$ cat config.mk
export PLATFORM = sky130hd
export DESIGN_NAME = sh4a_banked_regfile
export DESIGN_NICKNAME = d
export VERILOG_FILES = /design/src/rtl/sh4a_pkg.sv /design/src/rtl/sh4a_bank_map.sv /design/src/rtl/sh4a_banked_regfile.sv
export SDC_FILE = /design/constraint.sdc
export NUM_CORES = 2
export LEC_CHECK = 0
export CAP_MARGIN = 40
export CORE_AREA = 5 5 239 334
export CTS_CLUSTER_DIAMETER = 40
export DETAILED_ROUTE_END_ITERATION = 8
export DIE_AREA = 0 0 244 339
export PLACE_DENSITY = 0.73
export SYNTH_ARGS = -nofsm -noshare
export SYNTH_HDL_FRONTEND = slang
export SYNTH_SLANG_ARGS = --single-unit
$ cat constraint.sdc
create_clock -name clk -period 9.34 [get_ports clk]
set_clock_uncertainty 0.1 [all_clocks]
set_input_delay 1.868 -clock clk [delete_from_list [all_inputs] [get_ports clk]]
set_output_delay 1.868 -clock clk [all_outputs]
set_load 0.005 [all_outputs]
$ cat src/rtl/sh4a_pkg.sv
// Shared constants and types for the SH-4A general-register file.
// Latency: n/a (declarations only).
// Backpressure: n/a.
package sh4a_pkg;

    localparam logic [31:0] SH4A_RESET_PC = 32'hA000_0000;

    // Physical slot layout: bank 0, then the globals R8..R15, then bank 1.
    localparam logic [4:0] BANK0_BASE  = 5'd0;
    localparam logic [4:0] GLOBAL_BASE = 5'd8;
    localparam logic [4:0] BANK1_BASE  = 5'd16;
    localparam int         NUM_PHYS    = 24;

    typedef enum logic {
        CLEAR = 1'b0,
        RUN   = 1'b1
    } regfile_state_t;

endpackage

$ cat src/rtl/sh4a_bank_map.sv
// Logical -> physical register index mapper for the banked SH-4A register file.
// Latency: purely combinational.
// Backpressure: none.
// Ports: idx (5-bit logical index), rb (SR.RB), phys (5-bit physical slot), legal.
module sh4a_bank_map
    import sh4a_pkg::*;
(
    input  logic [4:0] idx,
    input  logic       rb,
    output logic [4:0] phys,
    output logic       legal
);

    always_comb begin
        // Indices 24..31 have no register behind them.
        legal = !(idx[4] && idx[3]);
        phys  = GLOBAL_BASE + {2'b00, idx[2:0]};
        if (!idx[3]) begin
            // R0..R7 follow rb; Rn_BANK (idx 16..23) names the opposite bank.
            phys = ((idx[4] ^ rb) ? BANK1_BASE : BANK0_BASE) + {2'b00, idx[2:0]};
        end else if (idx[4]) begin
            // Illegal: park on slot 0; callers gate on legal.
            phys = BANK0_BASE;
        end
    end

endmodule

$ cat src/rtl/sh4a_banked_regfile.sv
// SH-4A banked general-register file with N read ports, write bypass, post-reset clear and PC.
// Latency: reads registered, 1 cycle; same-cycle writes are forwarded to matching read ports.
// Backpressure: busy is high while the 24-cycle clear runs; the core must stall, writes are dropped.
// Ports: clk, reset (async, active-high), rb, rd_idx/rd_data (NUM_RD packed ports),
//        wr_en/wr_idx/wr_data, pc_load/pc_inc/pc_next/pc, busy, illegal.
module sh4a_banked_regfile
    import sh4a_pkg::*;
#(
    parameter int                 DATA_W   = 32,
    parameter int                 NUM_RD   = 2,
    parameter logic [DATA_W-1:0]  RESET_PC = DATA_W'(SH4A_RESET_PC)
) (
    input  logic                     clk,
    input  logic                     reset,
    input  logic                     rb,
    input  logic [5*NUM_RD-1:0]      rd_idx,
    output logic [DATA_W*NUM_RD-1:0] rd_data,
    input  logic                     wr_en,
    input  logic [4:0]               wr_idx,
    input  logic [DATA_W-1:0]        wr_data,
    input  logic                     pc_load,
    input  logic                     pc_inc,
    input  logic [DATA_W-1:0]        pc_next,
    output logic [DATA_W-1:0]        pc,
    output logic                     busy,
    output logic                     illegal
);

    regfile_state_t    state, state_nxt;
    logic [4:0]        clr_cnt;
    logic              clr_we;

    logic [DATA_W-1:0] regs [NUM_PHYS];
    logic [NUM_PHYS-1:0] slot_we;
    logic [DATA_W-1:0] slot_d;

    logic [4:0]        rd_phys  [NUM_RD];
    logic              rd_legal [NUM_RD];
    logic [4:0]        wr_phys;
    logic              wr_legal;
    logic              wr_ok;
    logic              any_illegal;

    // Address mappers: one per read port plus one for the write port.
    for (genvar k = 0; k < NUM_RD; k++) begin : g_rd_map
        sh4a_bank_map u_rd_map (
            .idx   (rd_idx[5*k +: 5]),
            .rb    (rb),
            .phys  (rd_phys[k]),
            .legal (rd_legal[k])
        );
    end

    sh4a_bank_map u_wr_map (
        .idx   (wr_idx),
        .rb    (rb),
        .phys  (wr_phys),
        .legal (wr_legal)
    );

    // State register and clear counter.
    always_ff @(posedge clk or posedge reset) begin
        if (reset) begin
            state   <= CLEAR;
            clr_cnt <= 5'd0;
        end else begin
            state <= state_nxt;
            if (state == CLEAR) begin
                clr_cnt <= clr_cnt + 5'd1;
            end
        end
    end

    // Next-state logic: leave CLEAR on the edge that zeroes the last slot.
    always_comb begin
        state_nxt = state;
        if (state == CLEAR && clr_cnt == 5'(NUM_PHYS - 1)) begin
            state_nxt = RUN;
        end
    end

    // State-decoded outputs.
    always_comb begin
        busy   = (state == CLEAR);
        clr_we = (state == CLEAR);
    end

    assign wr_ok = wr_en && wr_legal && !busy;

    // Per-slot write enables: the sequencer owns the array while clearing.
    always_comb begin
        slot_d = clr_we ? '0 : wr_data;
        for (int i = 0; i < NUM_PHYS; i++) begin
            slot_we[i] = clr_we ? (clr_cnt == 5'(i)) : (wr_ok && wr_phys == 5'(i));
        end
    end

    // Flop array, deliberately unreset: the clear sequencer zeroes it.
    always_ff @(posedge clk) begin
        for (int i = 0; i < NUM_PHYS; i++) begin
            if (slot_we[i]) begin
                regs[i] <= slot_d;
            end
        end
    end

    always_comb begin
        any_illegal = wr_en && !wr_legal;
        for (int k = 0; k < NUM_RD; k++) begin
            any_illegal = any_illegal || !rd_legal[k];
        end
    end

    // Read ports with write-to-read bypass on physical slot match.
    always_ff @(posedge clk or posedge reset) begin
        if (reset) begin
            rd_data <= '0;
            illegal <= 1'b0;
        end else if (busy) begin
            rd_data <= '0;
            illegal <= 1'b0;
        end else begin
            illegal <= any_illegal;
            for (int k = 0; k < NUM_RD; k++) begin
                if (!rd_legal[k]) begin
                    rd_data[k*DATA_W +: DATA_W] <= '0;
                end else if (wr_ok && wr_phys == rd_phys[k]) begin
                    rd_data[k*DATA_W +: DATA_W] <= wr_data;
                end else begin
                    rd_data[k*DATA_W +: DATA_W] <= regs[rd_phys[k]];
                end
            end
        end
    end

    // Program counter; runs independently of the clear sequencer.
    always_ff @(posedge clk or posedge reset) begin
        if (reset) begin
            pc <= RESET_PC;
        end else if (pc_load) begin
            pc <= pc_next;
        end else if (pc_inc) begin
            pc <= pc + DATA_W'(2);
        end
    end

endmodule

Word-level counts from Yosys, hierarchy flattened
Memories as Yosys holds them, arrays and structs flattened.
Cells that the tools add are included.
Widths: inputs -> output; s select.
{"block": "op_classes", "n_reduce_logical": 62, "muxes": 159, "addsub": 8, "bitwise_logic": 4, "n_eq_ne": 48}
{"op": "$mux 32", "n": 30}
{"op": "$reduce_or 32->1", "n": 23}
{"op": "$mux 5", "n": 32}
{"op": "$mux 1", "n": 96}
{"op": "$eq 5x4->1 const B", "n": 16}
{"op": "$eq 5x5->1 const B", "n": 16}
{"op": "$mux 64", "n": 1}
{"op": "$eq 5x3->1 const B", "n": 8}
{"op": "$logic_and 1x1->1", "n": 33}
{"op": "$add 32x2->32 const B", "n": 1}
{"op": "$eq 5x2->1 const B", "n": 4}
{"op": "$add 4x3->5 const A", "n": 3}
{"op": "$add 5x3->5", "n": 3}
{"op": "$eq 5x1->1 const B", "n": 2}
{"op": "$eq 5x5->1", "n": 2}
{"op": "$logic_not 5->1", "n": 2}
{"op": "$add 5x1->5 const B", "n": 1}
{"op": "$xor 1x1->1", "n": 3}
{"op": "$logic_or 1x1->1", "n": 2}
{"op": "$reduce_bool 2->1", "n": 1}
{"op": "$logic_not 1->1", "n": 1}
{"op": "$not 1->1", "n": 1}
{"block": "totals", "ramBits": 768, "mem_count": 1, "in_bits": 85, "output_inout_bits": 98, "ff_bits": 103}
{"name": "regs", "words": 24, "word_bits": 32, "read_ports": 2, "rd_ports_with_merged_regs": 0, "wr": 1, "line_no": "sh4a_banked_regfile.sv:33", "rtl": "logic [DATA_W-1:0] regs [NUM_PHYS];"}

Depth between registers and ports, before layout
{"block": "logic_depth", "word_depth": 33, "mapped_depth": 10, "ltp_nobuf": 6}

Cells and area by module
From an unflattened synthesis, not the netlist that was laid out.
{"block": "hier_totals", "hier_cells": 2128, "hier_area_um2": 39766.9}
{"mod": "sh4a_banked_regfile", "seq_area_each_um2": 25642.1, "cells_per_inst": 2107, "n_inst": 1, "area_each_um2": 39628.0}
{"mod": "sh4a_bank_map", "seq_area_each_um2": 0.0, "cells_per_inst": 7, "n_inst": 3, "area_each_um2": 46.3}

Worst setup path before layout
Ideal clock, no wire load.
{"block": "synth_timing", "path_type": "input-to-reg", "startpoint": "input port wr_idx[4]", "endpoint": "memory regs[18][0] (enable)", "setup_slack_ns": 3.790, "arrival_ns": 4.984, "cell_stages": 6, "cell_sequence": "buf_2 -> nand2_1 -> nand2_1 -> or2_2 -> clkbuf_1 -> o21ai_0"}
{"element": "start, declared", "line_no": "sh4a_banked_regfile.sv:19", "rtl": "input logic [4:0] wr_idx,"}
{"element": "$xor 1x1->1", "line_no": "sh4a_bank_map.sv:20", "rtl": "phys = ((idx[4] ^ rb) ? BANK1_BASE : BANK0_BASE) + {2'b00, idx[2:0]};"}
{"element": "$mux 5", "line_no": "sh4a_bank_map.sv:20"}
{"element": "$add 5x3->5", "line_no": "sh4a_bank_map.sv:20"}
{"element": "$mux 5", "line_no": "sh4a_bank_map.sv:18", "rtl": "if (!idx[3]) begin"}
{"element": "$eq 5x5->1", "line_no": "sh4a_banked_regfile.sv:94", "rtl": "slot_we[i] = clr_we ? (clr_cnt == 5'(i)) : (wr_ok && wr_phys == 5'(i));"}
{"element": "$logic_and 1x1->1 *", "line_no": "sh4a_banked_regfile.sv:94"}
{"element": "$mux 1 *", "line_no": "sh4a_banked_regfile.sv:94"}
{"element": "net slot_we[18]", "line_no": "sh4a_banked_regfile.sv:34", "rtl": "logic [NUM_PHYS-1:0] slot_we;"}
{"element": "$mux 1 *", "line_no": "sh4a_banked_regfile.sv:101", "rtl": "if (slot_we[i]) begin"}
{"element": "$mux 1 (implied by the code) *", "line_no": "sh4a_banked_regfile.sv:102", "rtl": "regs[i] <= slot_d;"}
{"element": "$reduce_or 32->1 (no line)"}
{"element": "$mux 5 (no line) / $mux 1 (equally long branches) (6 in a row)"}
{"element": "end, declared", "line_no": "sh4a_banked_regfile.sv:33"}
The timed path passes the listed nets; every way through them passes the cells marked *.

Worst setup path in the final report
{"block": "layout_timing", "startpoint": "input port rd_idx[0]", "endpoint": "register rd_data[5]"}
{"block": "layout_between", "elab_chain_len": 8}
{"element": "start, declared", "line_no": "sh4a_banked_regfile.sv:16", "rtl": "input logic [5*NUM_RD-1:0] rd_idx,"}
{"element": "$add 4x3->5", "line_no": "sh4a_bank_map.sv:17", "rtl": "phys = GLOBAL_BASE + {2'b00, idx[2:0]};"}
{"element": "$mux 5", "line_no": "sh4a_bank_map.sv:21", "rtl": "end else if (idx[4]) begin"}
{"element": "$mux 5 *", "line_no": "sh4a_bank_map.sv:18"}
{"element": "branches (longest 2 deep; another with $mem_v2 24x32)"}
{"element": "$mux 32 *", "line_no": "sh4a_banked_regfile.sv:127", "rtl": "end else if (wr_ok && wr_phys == rd_phys[k]) begin"}
{"element": "$mux 32 *", "line_no": "sh4a_banked_regfile.sv:125", "rtl": "if (!rd_legal[k]) begin"}
{"element": "$mux 64 *", "line_no": "sh4a_banked_regfile.sv:119", "rtl": "end else if (busy) begin"}
{"element": "end signal, assigned by index", "line_no": "sh4a_banked_regfile.sv:128", "rtl": "rd_data[k*DATA_W +: DATA_W] <= wr_data;"}
{"element": "end signal, assigned by index", "line_no": "sh4a_banked_regfile.sv:130", "rtl": "rd_data[k*DATA_W +: DATA_W] <= regs[rd_phys[k]];"}
{"element": "end, declared", "line_no": "sh4a_banked_regfile.sv:17", "rtl": "output logic [DATA_W*NUM_RD-1:0] rd_data,"}
Mark *: on every way between the ends.
A chain may end at the register's enable or synchronous reset.

==> results.cfg <==
[clock_tree]
cts_buffers = 106
cts-resized-gates = 0
htree_levels = 3
clk_pin_slew_ns = 0.06
cts_setup_buffers = 0
clk_latency_ns = 0.69
cts_root_buf = clkbuf_16
cts-hold-fix-buffers = 0
clk_path_buf_depth = 3
cts_sinks = 871
cts_tree = yes

[grt]
grt_max_degree = 158
grt_antenna_before_repair = 3
grt.total_usage_pct = 35.20
overflow = 0
grt_pass1_vias = 32820
grt_pass1_wl_mm = 216.0

[power]
seq_power_share_pct = 43.8
swShare_pct = 24.40
leakage_nw = 16.37
vdd_drop_max_v = 0.0001516
power_frac_comb_pct = 10.4
power_frac_clock_pct = 45.7
p_switching_mw = 2.433
p_int_mw = 7.539
power_density_mw_per_mm2 = 205.1

[synth]
synthesis.area_sq_mm = 0.04160
yosys.area_share.adder_pct = 0.1805
yosysTopAreaCellShare_pct = 55.44
yosysSeqAreaShare_pct = 61.64
synth_xor_area_share_pct = 0.9264
synth-simple-area-share_pct = 6.650
ys_types = 75
synth.top_cells.by_area = edfxtp_1 55%, dfrtp_1 6.1%, mux2_2 4.8%, mux2i_1 3.2%, mux4_2 2.9%
synth.avg_cell_area_sq_um = 13.14
yosysWarnings = 0
syn-num-nets = 3256
yosysMostFrequentCell = edfxtp_1
synthCells = 3165
synthArstFlopShare_pct = 11.83
synth_top_cell_by_area = edfxtp_1
synth_compound_area_share_pct = 16.29
synthMuxAreaShare_pct = 10.96
synth_common_cells = 768 x edfxtp_1, 225 x nand2_1, 179 x mux2_2, 164 x o21ai_0, 163 x nor2_1
synth_top_family_by_area = compound AO/OA/AOI/OAI gates
synth-seq-cells = 871
synthFlopType = edfxtp_1
synth_edf_count = 768

[sta]
setup_viol = 0
rsz0062_at_grt = no
slew_viol_final = 0
max_clock_freq_mhz = 197.7
fin_tns_setup_ns = 0
fin_crit_sh_pct = 54.17
relSlewSlack_pct = 34.82
hold_violations = 0
period_needed_ns = 5.059
worst_slack_ns = 4.281
tightest_slew_ns = 0.9777

[cells_and_area]
syn2layout_area_growth_pct = 16.91
fillCellCount = 5493
final_cells = 4341
final_net_count = 3360
drive_gt1_share_pct = 17.32

[min_path]
hold_class = flop to flop

[detailed_routing]
drc = 3
vias_per_cell = 7.533
drt_pass1_iterations = 9
final_antenna_net_count = 0
wl_per_cell_um = 34.79
drtIter0Drc = 5865
routed_wl_mm = 151.0
vias = 32700

[die]
io_pins = 183
die_height_um = 339
die_w_um = 244
start_util_pct = 54.54
core_area_sq_mm = 0.07627
row_count = 120
fp.dieArea_sq_mm = 0.08272

[critical_path]
worstPathArrival_ns = 5.49
cp-end-kind = flop
critPathKind = primary input to flop
cp-start-kind = primary input
required_ns = 9.77
cp_max_fo = 113

[place]
place.gp.congestion = 0.9083
io_buffers = 182
dp_hpwl_mm = 82.87
dp.cells = 4136
place_ws_ns = 3.707

[run_status]
outcome = finished, violations left
violations = DRC

[flow_run]
cap_violations = 0
## logic make-up (layout without fill, tap and decap cells)
kind of cell             count (synthesis)  count (layout)
other                                    0               4
buffers and inverters                  316             512
flip-flops                             871             871
adder cells (fa/ha/maj)                  6               6
XOR/XNOR                                44              44
AO/OA/AOI/OAI                          954             954
multiplexers                           367             367
AND/OR/NAND/NOR                        607             607
## power by group through the flow
stage | Combinational, mW | Clock, mW | Sequential [mW]
2_1_floorplan | 0.539 | 0 | 4.42
3_5_place_dp | 1.00 | 0 | 4.45
3_3_place_gp | 0.979 | 0 | 4.45
4_1_cts | 1.01 | 4.56 | 4.37
5_1_grt | 1.07 | 4.74 | 4.37
6_report | 1.04 | 4.56 | 4.37
## per-stage QoR
| stage | hold slack [ns] | instance area, sq um | power, mW | util (%) |
|---|---|---|---|---|
| floorplan | 0.3966 | 41600 | 4.960 | - |
| global placement | 0.3934 | 44520 | 5.428 | 58.37 |
| detailed placement | 0.3999 | 44680 | 5.448 | 58.57 |
| CTS | 0.4122 | 48610 | 9.942 | 63.73 |
| global route | 0.4417 | 48620 | 10.18 | 63.75 |
| finish | 0.4120 | 48630 | 9.973 | 63.76 |
## layer usage
layer / vias to the layer above / part of all wire, % / global-route usage (%)
met5: - / 0.0086 / 0
met4: 2 / 8.4 / 24.61
met3: 811 / 13 / 8.927
met2: 3012 / 46 / 55.91
met1: 15930 / 32 / 42.09
li1: 12950 / - / -
## worst max-delay path: stages
cell and delay (ns):
buf_8 0.37, buf_12 0.57, a21boi_4 0.28, buf_4 0.75, nand2_1 0.28, buf_4 0.35, o22ai_1 0.22, o221ai_1 0.14
a311oi_1 0.38, a21oi_1 0.14
## cell usage in the layout (no fill, tap or decap), drive strengths merged, types with 7 or more instances in the layout
cell	Yosys	layout
a211o	30	30
a211oi	59	59
a21o	25	25
a21oi	158	158
a221oi	50	50
a222oi	54	54
a2bb2oi	7	7
a311oi	43	43
and2	33	33
and3	12	12
buf	142	101
bufinv	0	22
clkbuf	137	136
clkdlybuf4s50	0	174
clkinv	1	21
dfrtp	101	101
edfxtp	768	768
inv	36	53
mux2	179	179
mux2i	135	135
mux4	53	53
nand2	225	225
nand2b	9	9
nand3	44	44
nand4	30	30
nor2	164	164
nor2b	23	23
nor3	40	40
o21ai	181	181
o221ai	133	133
o22a	24	24
o22ai	114	114
o32ai	21	21
or2	7	7
xnor2	17	17
xor2	27	27
## final timing paths
| check | from | endpoint | slack (ns) | cells after the start |
|---|---|---|---|---|
| setup / recovery | rd_idx[0] | rd_data[5] | 4.28 | 10 |
| hold / removal | pc[0] | pc[0] | 0.41 | 1 |
| setup reg to reg | state | regs[10][6] | 6.43 | 5 |
| hold reg to reg | pc[0] | pc[0] | 0.41 | 1 |
| max in group asynchronous | reset | rd_data[0] | 6.35 | 4 |
| min in group asynchronous | reset | rd_data[60] | 1.59 | 2 |
## registers in the layout, indices dropped and copies added (netlist names)
name	count
regs	768
state	1
rd_data	64
illegal	1
clr_cnt	5
pc	32
## final cells by class
cell class                      count  area [sq um]  area share (%)
Timing Repair Buffer              275          2653           5.454
Clock buffer                      136          2910           5.984
Antenna cell                        4         10.01         0.02058
Tap cell                          976          1221           2.511
Inverter                           37         141.4          0.2907
Clock inverter                     64          1021           2.099
Multi-Input combinational cell   1978         15030           30.91
Sequential cell                   871         25640           52.73
Power figures use the tool's default switching activity.
